File: config.mk
export PLATFORM = sky130hd
export DESIGN_NAME = seq_detect_prog
export DESIGN_NICKNAME = d
export VERILOG_FILES = /design/src/rtl/seq_detect_prog.sv
export SDC_FILE = /design/constraint.sdc
export NUM_CORES = 1
export LEC_CHECK = 0
export CAP_MARGIN = 10
export CORE_ASPECT_RATIO = 1.75
export CORE_UTILIZATION = 47
export CTS_CLUSTER_DIAMETER = 200
export DETAILED_ROUTE_END_ITERATION = 16
export GPL_TIMING_DRIVEN = 0
export MAX_ROUTING_LAYER = met4
export PLACE_DENSITY = 0.75
export SETUP_SLACK_MARGIN = 0.2
export SYNTH_ARGS = -nofsm -noshare
export SYNTH_HDL_FRONTEND = slang
export SYNTH_SLANG_ARGS = --single-unit
File: constraint.sdc
create_clock -name clk -period 2.5 [get_ports clk]
set_input_delay 0.5 -clock clk [delete_from_list [all_inputs] [get_ports clk]]
set_output_delay 0.5 -clock clk [all_outputs]
set_load 0.02 [all_outputs]
File: src/rtl/seq_detect_prog.sv
// seq_detect_prog: runtime-programmable serial bit-pattern detector.
// Detects patterns of 1..MAX_LEN bits in a qualified serial stream, with
// selectable overlapping / non-overlapping matching and a saturating
// match counter. The pattern is stored MSB-first: bit[len-1] is the first
// bit received and bit[0] the most recent one.
module seq_detect_prog #(
  parameter int                 MAX_LEN = 8,
  parameter logic [MAX_LEN-1:0] PATTERN = 8'b01101100,
  parameter int                 PAT_LEN = 7,
  parameter bit                 OVERLAP = 1'b1,
  parameter int                 CNT_W   = 8,
  parameter int                 LEN_W   = $clog2(MAX_LEN + 1)
) (
  input  logic               clk,
  input  logic               rst,
  input  logic               seq,
  input  logic               seq_valid,
  input  logic               cfg_we,
  input  logic [MAX_LEN-1:0] cfg_pattern,
  input  logic [LEN_W-1:0]   cfg_len,
  input  logic               cfg_overlap,
  output logic               tick,
  output logic [CNT_W-1:0]   match_cnt,
  output logic               cfg_err
);

  // Active configuration
  logic [MAX_LEN-1:0] pat_r;
  logic [LEN_W-1:0]   len_r;
  logic               ovl_r;

  // Only the previous MAX_LEN-1 bits are stored; together with the bit
  // arriving this cycle they form the full MAX_LEN-bit comparison window.
  logic [MAX_LEN-2:0] hist_r;
  // Number of valid history bits counted towards the current search (0..len).
  logic [LEN_W-1:0]   fill_r;

  // Next-state helpers
  logic [MAX_LEN-1:0] nh_s;
  logic [MAX_LEN-1:0] mask_s;
  logic               enough_s;
  logic               hit_s;
  logic               cfg_ok_s;
  logic [CNT_W-1:0]   cnt_inc_s;
  logic [LEN_W-1:0]   fill_inc_s;

  // Mask selecting the low 'len' bits of the comparison window.
  function automatic logic [MAX_LEN-1:0] len_mask(input logic [LEN_W-1:0] len);
    logic [MAX_LEN-1:0] m;
    m = '0;
    for (int i = 0; i < MAX_LEN; i++) begin
      m[i] = (i < int'(len));
    end
    return m;
  endfunction

  // Window formation, match decision, config validity and saturating updates.
  always_comb begin
    nh_s       = {hist_r, seq};
    mask_s     = len_mask(len_r);
    enough_s   = (({1'b0, fill_r} + {{LEN_W{1'b0}}, 1'b1}) >= {1'b0, len_r});
    hit_s      = enough_s && ((nh_s & mask_s) == (pat_r & mask_s));
    cfg_ok_s   = (cfg_len != {LEN_W{1'b0}}) && (cfg_len <= LEN_W'(MAX_LEN));
    if (match_cnt == {CNT_W{1'b1}}) begin
      cnt_inc_s = match_cnt;
    end else begin
      cnt_inc_s = match_cnt + CNT_W'(1);
    end
    if (fill_r >= len_r) begin
      fill_inc_s = len_r;
    end else begin
      fill_inc_s = fill_r + LEN_W'(1);
    end
  end

  // Detector state and registered outputs; priority rst > cfg_we > seq_valid.
  always_ff @(posedge clk) begin
    if (rst) begin
      pat_r     <= PATTERN;
      len_r     <= LEN_W'(PAT_LEN);
      ovl_r     <= OVERLAP;
      hist_r    <= '0;
      fill_r    <= '0;
      tick      <= 1'b0;
      match_cnt <= '0;
      cfg_err   <= 1'b0;
    end else if (cfg_we) begin
      // The serial bit presented alongside a config write is dropped.
      if (cfg_ok_s) begin
        pat_r     <= cfg_pattern;
        len_r     <= cfg_len;
        ovl_r     <= cfg_overlap;
        hist_r    <= '0;
        fill_r    <= '0;
        match_cnt <= '0;
        tick      <= 1'b0;
        cfg_err   <= 1'b0;
      end else begin
        tick      <= 1'b0;
        cfg_err   <= 1'b1;
      end
    end else if (seq_valid) begin
      hist_r  <= nh_s[MAX_LEN-2:0];
      cfg_err <= 1'b0;
      if (hit_s) begin
        tick      <= 1'b1;
        match_cnt <= cnt_inc_s;
        // Non-overlapping mode restarts the search after every match.
        fill_r    <= ovl_r ? len_r : {LEN_W{1'b0}};
      end else begin
        tick      <= 1'b0;
        fill_r    <= fill_inc_s;
      end
    end else begin
      // Idle: partial matches survive gaps in seq_valid.
      tick    <= 1'b0;
      cfg_err <= 1'b0;
    end
  end

endmodule
==> metrics.md <==
| Metric | Value |
|---|---|
| Nets | 268 |
| Clock Skews | 0.00633 ns |
| WHS | 0.473 ns |
| Crit-path max FO | 7 |
| Clk slew on worst S/H paths | 0.07 ns |
| #FFs+latches synth | 34 |
| Area Growth Syn to Fin | 31.1% |
| Area of the multi-input gates | 1050 um^2 |
| Least-Margin Pin Slew | 0.532 ns |
| Met2 GRT Util | 43.5% |
| Final number of hold-violating endpoints | 0 |
| DP HPWL | 3.02 mm |
| Die height | 82.4 um |
| Internal power | 861 uW |
| H-tree levels | 2 |
| Netlist Area Pre-Place | 1730 um^2 |
| Busiest grt layer | met2 |
| First-pass GRT wire length | 6.48 mm |
| Vias in the first global route | 1481 |
| Rel. slew slack | 64.3% |
| Clock sink count | 34 |
| Avg Vias per Cell | 5.54 |
| Hold Crit Class | register to register |
| ANT nets after route | 0 |
| Combinational fraction of design power | 14.2% |
| Setup Viol. Count Final | 1 |
| Crit share post-route | 101% |
| Number of fill cells | 327 |
| WP data required | 2.73 ns |
| Most common cell after layout, fill and taps aside | nand2_1 |
| Achievable Freq | 397 MHz |
| Final wirelength | 4.02 mm |
| DRC viols | 0 |
| DR vias | 1584 |
| Initial core utilization | 50.5% |
| Share of layout cells above drive strength 1 | 14.1% |
| Antenna cells | 0 |
| First-pass DRT Iterations | 4 |
| CP Launch Type | register |
| Avg WL per Cell | 14.1 um |
| MaxCap Viol Count | 0 |
| TritonCTS clock tree | built |
| CP max stage delay | 0.51 ns |
| Final Cell Area | 2270 um^2 |
| Iter 0 DRT Violations | 33 |
| Clock network fraction of total power | 36.6% |
| GRT Total Usage | 24.5% |
| Top delay family on crit path | simple AND/OR/NAND/NOR gates |
| Failing checks | setup timing |
| Total gr overflow | 0 |
| Crit. End Element | register |
| Cts bufs inserted | 5 |
| Sw Share | 26.5% |
| CP dominant cell by count | ha_4 |
| Cell Count, Final, Fillers Out | 286 |
| RSZ-0062 raised after global routing | yes |
| CTS Hold Bufs | 0 |
| Core area | 3430 um^2 |
| Worst-path cell chain | ha_4, nor2b_4, or2_4, ha_4, o21a_1, o31ai_2, a211oi_4, nand3_4, or4_1, a21oi_1 |
| Setup slack after layout | -0.0203 ns |
| Commonest non-fill, non-tap cells in the layout | nand2_1, dfxtp_1, clkdlybuf4s50_1, a21oi_1, xnor2_1 |
| # port buffers | 27 |
| Maximum vdd drop | 348 uV |
| Seq/Total Area, Yosys | 39.2% |
| Largest net degree at the start of global routing | 12 |
| Pwr Density | 515 nW/um^2 |
| Syn Inst Count | 200 |
| GR Layer Usage met1 | 22.4% |
| Cells after DPL | 272 |
| Avg Cell Area, Syn | 8.67 um^2 |
| CP max-delay cell | or4_1 |
| Worst Path Arrival | 2.75 ns |
| Synthesis Warnings | 0 |
| Antenna violations before repair | 0 |
| M3 GR Usage | 6.09% |
| Clk_lat worst skew | 0.30 ns |
| Psw | 310 uW |
| Lkg Pwr | 0.833 nW |
| Critical path class | register to register |
| Outcome | finished, violations left |
| CTS root buffer | clkbuf_8 |
| Max Buffers Root-to-Sink | 2 |
| Sequential power share | 49.2% |
| Distinct cells, synth | 42 |
| Register Area | 689 um^2 |
| Die ar. | 3950 um^2 |
| Top-level I/O count | 28 |
| Syn Nets | 228 |
| Die width | 47.9 um |
| Placer Congestion | 0.823 |
| Area after DPL | 2100 um^2 |
| Max-slew violation count | 0 |
| Num rows | 28 |
| Post-layout minimum cycle time | 2.52 ns |
| Dpl ws | -0.149 ns |
| Crit path buffers/inverters | 0 |
-- synth_stat cells (all sizes together) --
master / count / share of area (%)
nand3: 6 / 2.5
nand3b: 5 / 2.2
or3b: 1 / 0.51
a211o: 3 / 1.5
nor2b: 3 / 1.1
o22ai: 3 / 1.1
or4: 3 / 1.3
mux2: 2 / 1.3
inv: 9 / 1.9
clkbuf: 5 / 1.1
a31oi: 1 / 0.36
nor3: 6 / 2.0
o221ai: 3 / 1.5
ha: 10 / 7.2
nor2: 9 / 1.9
a21boi: 1 / 0.43
o21a: 1 / 0.43
buf: 1 / 0.65
xor2: 1 / 0.51
nand2b: 4 / 1.4
xnor2: 10 / 5.1
o21ai: 4 / 1.2
a211oi: 2 / 1.9
nand2: 35 / 7.6
o211ai: 2 / 0.87
a22o: 6 / 3.0
a21oi: 16 / 4.6
dfxtp: 34 / 39
nor4: 1 / 0.36
or3: 2 / 0.72
nand4: 2 / 0.72
a41oi: 1 / 0.51
and2: 1 / 0.36
a22oi: 1 / 0.43
o31ai: 4 / 1.7
nor3b: 1 / 0.43
or2: 1 / 0.36
-- cell type report --
class / count / area share [%]
multi-input combinational: 151 / 46.1
clock buffer: 6 / 3.63
buffer: 6 / 1.43
timing repair buffer: 33 / 14.0
tap: 45 / 2.48
inverter: 9 / 1.49
clock inverter: 2 / 0.550
sequential: 34 / 30.3
-- power groups by stage --
stage / combinational [mW] / clock, mW / sequential, mW
2_1_floorplan: 0.100 / 0 / 0.587
3_3_place_gp: 0.156 / 0 / 0.591
3_5_place_dp: 0.158 / 0 / 0.591
4_1_cts: 0.164 / 0.434 / 0.577
5_1_grt: 0.186 / 0.460 / 0.579
6_report: 0.166 / 0.429 / 0.577
-- per-stage QoR --
stage	util [%]	power (mW)	setup TNS, ns
floorplan	-	0.688	0
global placement	61.3	0.746	-1.67
detailed placement	61.3	0.749	-1.94
CTS	65.2	1.18	-0.216
global route	66.2	1.22	-0.898
finish	66.2	1.17	-0.0203
-- worst min-delay path: cells and delay by family, from the launching register on --
kind | cells | cell delay (ns)
flip-flops | 1 | 0.33
AND/OR/NAND/NOR | 2 | 0.11
-- registers in the layout, summed over array words and instances, names as in the netlist --
register	flops
pat_r	8
match_cnt	8
len_r	4
ovl_r	1
fill_r	4
tick	1
cfg_err	1
hist_r	7
-- cell families (layout without fill, tap and decap cells) --
kind of cell	after synthesis	after routing	synth area share, %
and+or+nand+nor	80	80	23.4
AOI/OAI and AO/OA	48	48	19.6
DFF	34	34	39.2
buffers and inverters	15	56	3.68
xor gates and xnor gates	11	11	5.56
adders and majority gates	10	10	7.22
muxes	2	2	1.30
-- repair_timing --
action                                 CTS  global route
gates resized for setup                  2             9
pin swaps                                5             2
setup endpoints to repair               18            26
setup buffers                            5             1
endpoints found under the hold margin    0             0
-- routing by layer --
| layer | routed length (um) | share of wire [%] |
|---|---|---|
| met1 | 1520 | 38 |
| met2 | 2260 | 56 |
| met4 | 121 | 3.0 |
| met3 | 123 | 3.1 |
| met5 | 0 | 0 |
-- worst paths after layout --
path	startpoint	to	slack [ns]	cells past startpoint
max	fill_r[1]$_SDFFE_PP0P_	match_cnt[5]$_SDFFE_PP0P_	-0.02	10
min	ovl_r$_SDFFE_PP1P_	ovl_r$_SDFFE_PP1P_	0.47	2
max reg2reg	fill_r[1]$_SDFFE_PP0P_	match_cnt[5]$_SDFFE_PP0P_	-0.02	10
min reg2reg	ovl_r$_SDFFE_PP1P_	ovl_r$_SDFFE_PP1P_	0.47	2
(Power assumes the default switching activity.)
